[src/rtl/abz_quad_decoder.sv]
// ABZ quadrature decoder: 2-flop sync, per-channel glitch filter, x4 decode, Z index capture.
// Optional build macro ABZ_Z_CLEAR_EN: a Z index event also zeroes the position count.
module abz_quad_decoder #(
  parameter int FILT_LEN = 4
) (
  input  logic        clk,
  input  logic        rst,
  input  logic        enable,
  input  logic        cnt_clr,
  input  logic        data_a_in,
  input  logic        data_b_in,
  input  logic        data_z_in,
  output logic [31:0] cnt_out,
  output logic        cnt_valid,
  output logic        dir,
  output logic [31:0] z_pos,
  output logic        z_seen,
  output logic        err_flag
);

  localparam logic [3:0] FILT_MAX = 4'(FILT_LEN - 1);
  localparam logic [4:0] SETTLE   = 5'(FILT_LEN + 3);

`ifdef ABZ_Z_CLEAR_EN
  localparam bit Z_CLEAR = 1'b1;
`else
  localparam bit Z_CLEAR = 1'b0;
`endif

  // channel order in the vectors below: [0]=A, [1]=B, [2]=Z
  logic [2:0] sync1, sync2, filt;
  logic [3:0] fcnt [3];
  logic [1:0] prev_ab;
  logic       prev_z;
  logic [4:0] settle_cnt;

  logic [1:0]  cur_ab;
  logic        armed, active, fwd, rev, illegal, z_event;
  logic [31:0] cnt_next, z_pos_next;
  logic        dir_next, z_seen_next, err_next;

  always_ff @(posedge clk) begin
    if (rst) begin
      sync1 <= '0;
      sync2 <= '0;
    end else begin
      sync1 <= {data_z_in, data_b_in, data_a_in};
      sync2 <= sync1;
    end
  end

  always_ff @(posedge clk) begin
    if (rst) begin
      filt <= '0;
      for (int i = 0; i < 3; i++) fcnt[i] <= '0;
    end else begin
      for (int i = 0; i < 3; i++) begin
        if (sync2[i] == filt[i]) begin
          fcnt[i] <= '0;
        end else if (fcnt[i] == FILT_MAX) begin
          filt[i] <= sync2[i];
          fcnt[i] <= '0;
        end else begin
          fcnt[i] <= fcnt[i] + 4'd1;
        end
      end
    end
  end

  // After reset the filters need FILT_LEN+2 cycles to reach the real pin levels;
  // decoding is held off until then so that climb is never seen as motion.
  always_ff @(posedge clk) begin
    if (rst) begin
      settle_cnt <= SETTLE;
      prev_ab    <= '0;
      prev_z     <= 1'b0;
    end else begin
      if (settle_cnt != 5'd0) settle_cnt <= settle_cnt - 5'd1;
      prev_ab <= cur_ab;
      prev_z  <= filt[2];
    end
  end

  always_comb begin
    cur_ab  = {filt[0], filt[1]};
    armed   = (settle_cnt == 5'd0);
    active  = armed && enable;
    fwd     = 1'b0;
    rev     = 1'b0;
    case ({prev_ab, cur_ab})
      4'b00_10, 4'b10_11, 4'b11_01, 4'b01_00: fwd = active;
      4'b00_01, 4'b01_11, 4'b11_10, 4'b10_00: rev = active;
      default: ;
    endcase
    illegal = active && ((prev_ab ^ cur_ab) == 2'b11);
    z_event = active && filt[2] && !prev_z;
  end

  always_comb begin
    cnt_next    = cnt_out;
    dir_next    = dir;
    z_pos_next  = z_pos;
    z_seen_next = z_seen;
    err_next    = err_flag;
    if (z_event && !cnt_clr) begin
      z_pos_next  = cnt_out;
      z_seen_next = 1'b1;
    end
    if (cnt_clr) begin
      cnt_next    = '0;
      z_seen_next = 1'b0;
      err_next    = 1'b0;
    end else if (z_event && Z_CLEAR) begin
      cnt_next = '0;
    end else if (fwd) begin
      cnt_next = cnt_out + 32'd1;
      dir_next = 1'b1;
    end else if (rev) begin
      cnt_next = cnt_out - 32'd1;
      dir_next = 1'b0;
    end
    // a fresh illegal transition outranks a concurrent clear
    if (illegal) err_next = 1'b1;
  end

  always_ff @(posedge clk) begin
    if (rst) begin
      cnt_out   <= '0;
      cnt_valid <= 1'b0;
      dir       <= 1'b1;
      z_pos     <= '0;
      z_seen    <= 1'b0;
      err_flag  <= 1'b0;
    end else begin
      cnt_out   <= cnt_next;
      cnt_valid <= (cnt_next != cnt_out);
      dir       <= dir_next;
      z_pos     <= z_pos_next;
      z_seen    <= z_seen_next;
      err_flag  <= err_next;
    end
  end

endmodule

[config.mk]
export PLATFORM = sky130hd
export DESIGN_NAME = abz_quad_decoder
export DESIGN_NICKNAME = d
export VERILOG_FILES = /design/src/rtl/abz_quad_decoder.sv
export SDC_FILE = /design/constraint.sdc
export NUM_CORES = 1
export LEC_CHECK = 0
export ABC_AREA = 1
export CAP_MARGIN = 25
export CORE_ASPECT_RATIO = 1.75
export CORE_MARGIN = 2
export CORE_UTILIZATION = 55
export DETAILED_ROUTE_END_ITERATION = 10
export HOLD_SLACK_MARGIN = 0.06
export PLACE_DENSITY = 0.8
export SKIP_CTS_REPAIR_TIMING = 1
export SLEW_MARGIN = 30
export SYNTH_ARGS = -nofsm -noshare
export SYNTH_HDL_FRONTEND = slang
export SYNTH_SLANG_ARGS = --single-unit
[constraint.sdc]
create_clock -name clk -period 2.57 [get_ports clk]
set_input_delay 0.3855 -clock clk [delete_from_list [all_inputs] [get_ports clk]]
set_output_delay 0.3855 -clock clk [all_outputs]
set_load 0.03 [all_outputs]
-- Yosys cells after proc, flatten, opt, wreduce, memory -nomap -nowiden
Memories as Yosys holds them, arrays and structs flattened.
Index checks and enable logic that the tools add are counted.
W data, S select, Z words.
- input port bits: 7
- register bits: 85
- logic and storage cells: 122
- memories kept: 1
- RAM bits: 12
- multiplexer cells: 53
- equal/unequal tests: 16
- reductions and logical operators: 18
- bitwise gates (word level): 14
- add/sub/neg operators: 6
- memory list (memory ; depth ; width ; read ports ; clocked after Yosys merged registers in ; write ports ; line ; source):
    fcnt ; 3 ; 4 ; 3 ; 0 ; 3 ; 32 ; logic [3:0] fcnt [3];
- operators by type and width (operator ; count):
    $mux W32 ; 3
    $mux W1 ; 41
    $mux W4 ; 9
    $add A32 B1 Y32 const B ; 1
    $ne A32 B32 Y1 ; 1
    $sub A32 B1 Y32 const B ; 1
    $eq A4 B2 Y1 const B ; 4
    $eq A4 B4 Y1 const B ; 4
    $add A4 B1 Y4 const B ; 3
    $or A1 B1 Y1 ; 9
    $eq A4 B3 Y1 const B ; 2
    $reduce_and A2 Y1 ; 4
    $reduce_or A4 Y1 ; 2
    $logic_and A1 B1 Y1 ; 5
    $logic_not A5 Y1 ; 1
    $reduce_bool A5 Y1 ; 1
    $sub A5 B1 Y5 const B ; 1
    $eq A4 B1 Y1 const B ; 1
    $not A1 Y1 ; 4
    $reduce_bool A2 Y1 ; 2
    $eq A1 B1 Y1 ; 3
    $eq A2 B2 Y1 const B ; 1
    $logic_not A1 Y1 ; 2
    $reduce_or A2 Y1 ; 1
    $xor A2 B2 Y2 ; 1

-- Longest topological paths before layout
Gate-level depths: netlist of run 1.
- depth after elaboration: 7
- depth in mapped cells: 16

-- Worst setup path before layout of run 1
OpenSTA, ideal clock, no wires.
- kind: register -> register
- start: reg cnt_out[0]
- end: reg cnt_valid
- period minus slack after synthesis: 1.962 ns
- stages on the path, launching flop included: 15
- required time: 2.437 ns
- path buffers: 0
- arrival time: 1.829 ns
- setup slack: 0.608 ns
- path through: dfxtp_1 inv_1 ha_1 nand3_1 inv_1 nand2_1 nor2_1 nand3b_1 nand2_1 mux2i_1 nand2_1 nor2_1 nand2_1 nor2_1 a21oi_1
- longest elaborated chain between the ends: 5
- elaborated cells between the ends (all ways): 6
- those cells by class: add/sub (2); eq/ne (1); mux (3)
- RTL lines (item ; line ; source):
    start: declaration ; 13 ; output logic [31:0] cnt_out,
    start signal: assignment ; 135 ; cnt_out <= cnt_next;
    $sub A32 B1 Y32 ; 119 ; cnt_next = cnt_out - 32'd1;
    $mux W32 ; 118 ; end else if (rev) begin
    $mux W32 ; 115 ; end else if (fwd) begin
    $mux W32 ; 109 ; if (cnt_clr) begin
    $ne A32 B32 Y1 (*) ; 136 ; cnt_valid <= (cnt_next != cnt_out);
    end signal: assignment ; 136 ;
    end: declaration ; 14 ; output logic cnt_valid,
Mark *: on every way between the ends. The rest lies on a longest branch, timed or not.
A chain may end at the register's enable or synchronous reset.

-- Final worst setup path of run 1
- start: reg settle_cnt[0]
- end: reg cnt_valid
- longest elaborated chain between the ends: 7
- elaborated cells between the ends (all ways): 8
- those cells by class: eq/ne (1); mux (5); reduce/logical (2)
- RTL lines (item ; line ; source):
    start: declaration ; 35 ; logic [4:0] settle_cnt;
    start signal: assignment ; 78 ; if (settle_cnt != 5'd0) settle_cnt <= settle_cnt - 5'd1;
    $logic_not A5 Y1 (*) ; 86 ; armed = (settle_cnt == 5'd0);
    $logic_and A1 B1 Y1 (*) ; 87 ; active = armed && enable;
    $mux W1 ; 90 ; case ({prev_ab, cur_ab})
    $mux W32 ; 118 ;
    $mux W32 (*) ; 115 ;
    $mux W32 (*) ; 109 ;
    $ne A32 B32 Y1 (*) ; 136 ;
Marks and branches as above.

==> results of run 1 <==
where the power goes:
part / total, uW / internal [uW] / switching [uW]
Combinational: 139 / 50.2 / 88.7
Sequential: 1570 / 1550 / 14.0
Clock: 1450 / 853 / 597
Total: 3160 / 2460 / 699
through the flow:
step	hold slack (ns)	cells	util (%)	worst slack, ns
floorplan	0.3883	791	-	0.6080
global placement	0.3968	961	64.15	0.1537
detailed placement	0.3976	961	64.15	0.1002
CTS	0.4111	976	67.37	0.2713
global route	0.4303	976	67.37	0.1151
finish	0.4061	976	67.37	0.2193
layer usage:
metal	vias up	wire, um
met1	2542	6324
met5	-	0
met3	43	771
met4	0	727
met2	220	8376
li1	2678	-
Yosys cell counts, drive strengths merged (4+ instances only):
library cell	instances
mux2i	30
nand3b	5
inv	70
nand3	42
edfxtp	12
xor2	7
dfxtp	85
a211oi	30
nand2	162
a21oi	28
nor2	155
buf	16
clkbuf	26
o21ai	86
ha	6
nand4	4
state kept, by name (all words and copies together) (netlist names):
name	count
cnt_out	32
cnt_valid	1
dir	1
err_flag	1
fcnt	12
filt	3
prev_ab	2
prev_z	1
settle_cnt	5
sync1	3
sync2	3
z_pos	32
z_seen	1
area by class of cell:
type | instances | area [um^2] | share of cell area [%]
Clock inverter | 6 | 90.09 | 1.366
Tap cell | 125 | 156.4 | 2.371
Sequential cell | 97 | 2062 | 31.27
Clock buffer | 9 | 225.2 | 3.415
Timing Repair Buffer | 87 | 845.8 | 12.82
Multi-Input combinational cell | 581 | 2948 | 44.70
Inverter | 71 | 267.8 | 4.060
tightest hold or removal path, stage by stage (launching register included):
cell     delay, ns
dfxtp_1       0.30
inv_1         0.04
nor2_1        0.03
final timing paths:
kind | start | endpoint | slack [ns] | depth (start not counted)
min reg2reg | sync1[1] | sync2[1] | 0.41 | 2
max reg2reg | settle_cnt[0] | cnt_valid | 0.22 | 14
min | sync1[1] | sync2[1] | 0.41 | 2
max | settle_cnt[0] | cnt_valid | 0.22 | 14
kinds of logic (layout without fill, tap and decap cells):
logic type	count (synthesis)	count (layout)	synth area share [%]
compound gates	149	149	15.83
xor+xnor	7	7	1.122
fa+ha+maj	6	6	1.374
buf+inv	113	173	9.047
flops	97	97	37.75
mux	30	30	5.497
other cells	1	12	0.06865
simple gates	377	377	29.32
==> impl_metrics.csv, run 1 <==
group,metric,value,unit
worst_setup_path,end_kind,"register",
synth,syn_area_per_cell,7.004,um^2
worst_setup_path,cp_cell_sequence,"inv_1 -> ha_1 -> nand4_4 -> nor2_2 -> buf_4 -> buf_4 -> nand2_1 -> o21ai_1 -> mux2i_1 -> nand2_1 -> nor2_1 -> nand2_1 -> nor2_1 -> a21oi_1",
placed_design,numPortBuffers,74,
power,max-vdd-ir-drop,0.4187,mV
synth,synth-edff-count,12,
route,wl_per_cell,16.60,um
layout,final_common_cell,"nand2_1",
route,wl,16200,um
worst_setup_path,cp_num_buf_inv,3,
synth,synth_warnings,0,
grt,grtUsageMet2,54.47,%
flow_run,drv_cap,0,
grt,grt_max_degree,52,
layout,final_cell_mix,"nand2_1 (156), nor2_1 (147), dfxtp_1 (85)",
route,vias_per_cell,5.618,
grt,grt_util_met1,33.46,%
worst_setup_path,critPathTopFamily,"simple AND/OR/NAND/NOR gates",
floorplanning,die_height,135.8,um
floorplanning,ios,75,
synth,ys.flop_type,"dfxtp_1",
hold_path,worstHoldPathType,"register to register",
worst_setup_path,cp-start-kind,"register",
route,first_pass_iters,5,
worst_setup_path,crit_type,"register to register",
synth,netlist_instances,780,
grt,grt_overflow,0,
timing,max_slew_margin,59.82,%
placed_design,routabilityCongestion,0.9594,
worst_setup_path,slowest_delay,0.30,ns
worst_setup_path,cpMaxStageDelayCell,"dfxtp_1",
synth,syn-cell-area,5463,um^2
timing,setup_viol,0,
clock_network,cts_root_buf,"clkbuf_16",
worst_setup_path,arrival,2.63,ns
power,power_leakage,0.002984,uW
grt,grt.total_usage,29.89,%
synth,yosysTopAreaCell,"dfxtp_1",
worst_setup_path,worstPathRequired,2.85,ns
synth,yosys.area.top_type_share,31.15,%
floorplanning,core_area,9789,um^2
route,ant_nets,0,
clock_network,cts_tree,"built",
layout,fin_area,6595,um^2
synth,ys_seq_elements,97,
status,status,"completed",
clock_network,clkLatencyLatePin,0.35,ns
route,drt_iter0_markers,435,
floorplanning,die_area,10780,um^2
clock_network,clk_path_buf_depth,2,
synth,ys_async_sr_fraction,0,%
timing,tightestPinTransition,0.6027,ns
clock_network,htree_num_levels,3,
placed_design,postPlaceCellArea,6280,um^2
timing,final.setup.tns,0,ns
grt,met3_usage,3.718,%
worst_setup_path,crit_top_cell,"nand2_1",
grt,antenna_found_initial,0,
floorplanning,start_util,55.80,%
floorplanning,rows,48,
layout,layout-drive-gt1-share,7.168,%
layout,areaGrowthSynthToFinish,20.73,%
layout,antennaDiodeCount,0,
clock_network,cts_buffers,9,
layout,finish.net_count,860,
grt,grt_pass1_vias,5137,
power,power,3155,uW
synth,synth_area_leaders,"dfxtp_1 (31%), nand2_1 (11%), nor2_1 (10%)",
timing,finalMaxSlewViolations,0,
power,power_density,478.4,nW/um^2
route,vias,5483,
floorplanning,die_x,79.34,um
timing,fmax,425.4,MHz
timing,skew,0.005778,ns
timing,period_share,91.47,%
clock_network,clkTransAtPathRegs,0.07,ns
placed_design,dp_hpwl,12030,um
synth,synth_cell_types,39,
timing,fin_crit,2.351,ns
grt,grt_pass1_wl,25010,um
clock_network,cts_sinks,97,
synth,ys_seq_area_share,37.75,%
grt,top_usage_layer,"met2",
timing,hold_violations,0,
layout,nFillCells,848,
timing,rsz0062_at_grt,"false",
route,drc,0,
worst_setup_path,worstPathMaxFanout,15,
Note: power is estimated with default switching activity, not from simulation.
==> run 2: changes to the inputs <==
==> constraint.sdc (replaced) <==
create_clock -name clk -period 2.6 [get_ports clk]
set_input_delay 0.39 -clock clk [delete_from_list [all_inputs] [get_ports clk]]
set_output_delay 0.39 -clock clk [all_outputs]
set_load 0.03 [all_outputs]
==> run 2 against run 1 <==
Register-to-register slack improved by 0.11 ns; clock power decreased by 12%; design area decreased by 0.51%; clock skew about the same; fmax increased by 3.5%; critical path type unchanged; routed wire length decreased by 0.83%; non-clock buffer count unchanged; critical path depth unchanged; cell count increased by 0.10%; sequential cell count unchanged.
==> impl_metrics.csv, run 2 (synthesis gave the netlist of run 1 again) <==
group,metric,value,unit
status,status,"completed",
grt,grt.total_usage,30.81,%
route,ant_nets,0,
timing,hold_ws,0.4107,ns
placed_design,dp_slack,0.1614,ns
floorplanning,rows,48,
grt,met3_usage,3.984,%
layout,fin_area,6561,um^2
grt,grt_max_degree,52,
clock_network,cts_sinks,97,
grt,grt_overflow,0,
grt,grtUsageMet2,54.99,%
timing,setup_viol,0,
route,vias,5445,
floorplanning,die_area,10780,um^2
layout,final_common_cell,"nand2_1",
grt,grt_pass1_vias,5177,
layout,antennaDiodeCount,0,
timing,fmax,440.1,MHz
layout,areaGrowthSynthToFinish,20.11,%
power,power_leakage,0.002957,uW
timing,period_share,87.39,%
worst_setup_path,cpMaxStageDelayCell,"ha_1",
hold_path,hold_depth,2,
timing,final.setup.tns,0,ns
route,drc,0,
worst_setup_path,end_kind,"register",
worst_setup_path,crit_top_cell,"nand2_1",
clock_network,htree_num_levels,3,
clock_network,cts_root_buf,"clkbuf_16",
hold_path,worstHoldPathType,"register to register",
layout,multi_input_area,2948,um^2
layout,nFillCells,852,
grt,antenna_found_initial,0,
layout,top_regs,"cnt_out: 32 flops, z_pos: 32 flops, fcnt: 12 flops",
timing,setup_slack,0.3279,ns
worst_setup_path,worstPathRequired,2.83,ns
worst_setup_path,worstPathMaxFanout,15,
layout,layout-drive-gt1-share,7.160,%
placed_design,postPlaceCellArea,6280,um^2
worst_setup_path,cp_cell_sequence,"inv_1 -> ha_1 -> nand4_4 -> nor2_2 -> buf_4 -> nand2_1 -> nand3_1 -> nand2_1 -> nand2_1 -> nand3_1 -> nor2_1 -> nand2_1 -> nor2_1 -> a21oi_1",
placed_design,numPortBuffers,74,
clock_network,clkLatencyLatePin,0.35,ns
layout,final_cell_mix,"nand2_1 (156), nor2_1 (147), dfxtp_1 (85)",
layout,finish.net_count,860,
hold_path,hp-start,"sync1[2]",
clock_network,clk_path_buf_depth,2,
grt,top_usage_layer,"met2",
placed_design,routabilityCongestion,1.012,
grt,grt_util_met1,35.43,%
grt,grt_pass1_wl,25750,um
floorplanning,ios,75,
timing,skew,0.006108,ns
timing,finalMaxSlewViolations,0,
layout,seqCellArea,2062,um^2
timing,fin_crit,2.272,ns
worst_setup_path,reg2reg_from,"settle_cnt[0]",
clock_network,cts_buffers,9,
clock_network,cts_tree,"built",
worst_setup_path,rr_worst_depth,14,
floorplanning,start_util,55.80,%
timing,rsz0062_at_grt,"false",
route,vias_per_cell,5.573,
power,power_density,450.3,nW/um^2
route,wl_per_cell,16.44,um
route,wl,16070,um
worst_setup_path,slowest_delay,0.31,ns
worst_setup_path,critPathLaunch,"settle_cnt[0]",
timing,hold_violations,0,
route,first_pass_iters,4,
placed_design,dp_hpwl,12090,um
floorplanning,core_area,9789,um^2
power,max-vdd-ir-drop,0.3483,mV
worst_setup_path,cp-start-kind,"register",
worst_setup_path,crit_type,"register to register",
floorplanning,die_height,135.8,um
timing,tightestPinTransition,0.5860,ns
worst_setup_path,arrival,2.50,ns
route,drt_iter0_markers,422,
floorplanning,die_x,79.34,um
flow_run,drv_cap,0,
timing,max_slew_margin,60.94,%
clock_network,clkTransAtPathRegs,0.07,ns
run 2: cell types whose count changed in the layout (fill, tap and decap cells not counted):
cell | before | now
clkbuf_1 | 0 | 1
bufinv_16 | 2 | 0
clkinv_2 | 2 | 1
inv_6 | 2 | 0
inv_8 | 0 | 2
clkinvlp_4 | 1 | 4
run 2: final timing paths:
check / end / slack [ns]
setup / recovery: cnt_valid / 0.33
hold / removal: sync2[2] / 0.41
setup reg to reg: cnt_valid / 0.33
hold reg to reg: sync2[2] / 0.41
run 2: power breakdown:
| part | internal, uW | switching (uW) |
|---|---|---|
| logic | 49.7 | 88.2 |
| clock network | 662 | 605 |
| registers | 1530 | 14.0 |
run 2: routing by layer:
| metal | routed length [um] | part of all wire [%] |
|---|---|---|
| met1 | 6322 | 39 |
| met2 | 8451 | 53 |
| met3 | 586 | 3.6 |
| met4 | 705 | 4.4 |
| met5 | 0 | 0 |
run 2: worst max-delay path, delay by kind of cell (launching register included):
family / cells / cell delay [ns]
simple gates: 10 / 1.12
buf+inv: 2 / 0.33
fa+ha+maj: 1 / 0.31
flops: 1 / 0.30
compound gates: 1 / 0.09
run 2: per-stage QoR:
step           std cells  utilization, %  power (uW)
2_1_floorplan        791               -        1673
3_3_place_gp         961           64.15        1711
3_5_place_dp         961           64.15        1718
4_1_cts              977           67.02        2969
5_1_grt              977           67.02        3045
6_report             977           67.02        2955
run 2: final cells by class:
| type | count | share of cell area [%] |
|---|---|---|
| multi-input combinational | 581 | 44.93 |
| sequential | 97 | 31.43 |
| timing repair buffer | 87 | 12.89 |
| inverter | 71 | 4.081 |
| clock buffer | 10 | 3.490 |
| tap | 125 | 2.384 |
| clock inverter | 6 | 0.8009 |
==> run 3: changes to the inputs <==
--- a/config.mk
+++ b/config.mk
@@ -8,7 +8,7 @@
 export ABC_AREA = 1
 export CAP_MARGIN = 25
 export CORE_ASPECT_RATIO = 1.75
-export CORE_MARGIN = 2
+export CORE_MARGIN = 10
 export CORE_UTILIZATION = 55
 export DETAILED_ROUTE_END_ITERATION = 10
 export HOLD_SLACK_MARGIN = 0.06
==> run 3 against run 2 <==
Power increased by 0.45%; via count decreased by 0.68%; clock-buffer cell count unchanged; clock skew increased by 0.0042 ns; register-to-register slack improved by 0.04 ns; critical endpoint unchanged; first-iteration DRC count decreased by 23%; combinational power about the same; clock power about the same.
==> impl_metrics.csv, run 3 (synthesis gave the netlist of run 1 again) <==
group,metric,value,unit
status,status,"completed",
timing,period_share,85.73,%
grt,antenna_found_initial,0,
route,drc,0,
floorplanning,die_area,14480,um^2
floorplanning,die_x,95.34,um
layout,nFillCells,856,
placed_design,numPortBuffers,74,
route,wl,16830,um
layout,final_cell_mix,"nand2_1 (156), nor2_1 (147), dfxtp_1 (85)",
timing,setup_viol,0,
clock_network,cts_root_buf,"clkbuf_16",
clock_network,clkLatencyLatePin,0.35,ns
clock_network,clkTransAtPathRegs,0.07,ns
timing,max_slew_margin,62.13,%
layout,layout-drive-gt1-share,6.941,%
power,power_density,452.5,nW/um^2
timing,tightestPinTransition,0.5675,ns
floorplanning,die_height,151.8,um
floorplanning,rows,48,
route,vias,5408,
grt,grt.total_usage,23.35,%
power,max-vdd-ir-drop,0.3535,mV
worst_setup_path,cp-start-kind,"register",
route,ant_nets,0,
worst_setup_path,crit_type,"register to register",
floorplanning,start_util,55.80,%
timing,hold_ws,0.4130,ns
grt,grt_max_degree,52,
layout,top_regs,"cnt_out: 32 flops, z_pos: 32 flops, fcnt: 12 flops",
worst_setup_path,end_kind,"register",
worst_setup_path,worstPathMaxFanout,6,
route,wl_per_cell,17.26,um
timing,rsz0062_at_grt,"false",
clock_network,htree_num_levels,3,
timing,final.setup.tns,0,ns
timing,fin_crit,2.229,ns
clock_network,clk_path_buf_depth,2,
clock_network,cts_buffers,9,
placed_design,routabilityCongestion,1.038,
layout,seqCellArea,2062,um^2
worst_setup_path,arrival,2.51,ns
route,drt_iter0_markers,325,
route,vias_per_cell,5.547,
placed_design,dp_hpwl,12890,um
flow_run,drv_cap,0,
grt,grt_pass1_vias,5339,
route,first_pass_iters,4,
timing,skew,0.01030,ns
worst_setup_path,worstPathRequired,2.88,ns
clock_network,cts_tree,"built",
layout,final_common_cell,"nand2_1",
layout,multi_input_area,2948,um^2
power,power_leakage,0.002949,uW
floorplanning,ios,75,
grt,grt_overflow,0,
hold_path,worstHoldPathType,"register to register",
layout,finish.net_count,858,
grt,grt_pass1_wl,26990,um
timing,hold_violations,0,
layout,areaGrowthSynthToFinish,20.06,%
floorplanning,core_area,9789,um^2
clock_network,cts_sinks,97,
layout,antennaDiodeCount,0,
timing,finalMaxSlewViolations,0,
timing,fmax,448.6,MHz
## run 3: final cells by class
type	instances	share of cell area [%]
multi-input combinational	581	44.94
sequential	97	31.44
clock inverter	6	0.8012
inverter	71	4.082
clock buffer	10	3.491
timing repair buffer	85	12.86
tap	125	2.385
## run 3: path summary, 6_finish.rpt
path                    from        end  cells after the start  slack, ns
setup / recovery  cnt_out[1]  cnt_valid                     13       0.37
hold / removal      sync1[0]   sync2[0]                      2       0.41
setup reg to reg  cnt_out[1]  cnt_valid                     13       0.37
hold reg to reg     sync1[0]   sync2[0]                      2       0.41
## run 3: critical path, stage by stage, from the launching register on
cell	delay, ns
dfxtp_1	0.46
ha_1	0.22
nand2_1	0.07
nor2_2	0.22
nand2_1	0.11
nor2_1	0.35
nand2_1	0.09
nand2_1	0.12
mux2i_1	0.08
nand2_1	0.09
nor2_1	0.04
nand2_1	0.10
nor2_1	0.06
a21oi_1	0.13
## run 3: where the power goes
part / total, uW / switching, uW / internal [uW]
registers: 1550 / 14.8 / 1530
logic: 136 / 87.5 / 48.8
clock network: 1280 / 619 / 663
total: 2970 / 721 / 2250
## run 3: per-layer routing
metal / up-vias / global-route usage, % / routed length, um
met5: - / 0 / 0
met4: 0 / 11.03 / 631
met3: 43 / 3.749 / 834
met2: 175 / 41.60 / 9006
met1: 2518 / 25.48 / 6360
li1: 2672 / - / -
## run 3: per-stage QoR
| stage | power, uW | instances | instance area (um^2) | setup WS, ns | utilization (%) |
|---|---|---|---|---|---|
| floorplan | 1673 | 791 | 5504 | 0.6380 | - |
| global placement | 1710 | 959 | 6277 | 0.2912 | 64.12 |
| detailed placement | 1718 | 959 | 6277 | 0.2743 | 64.12 |
| CTS | 2971 | 975 | 6559 | 0.4129 | 67.00 |
| global route | 3058 | 975 | 6559 | 0.1807 | 67.00 |
| finish | 2968 | 975 | 6559 | 0.3709 | 67.00 |
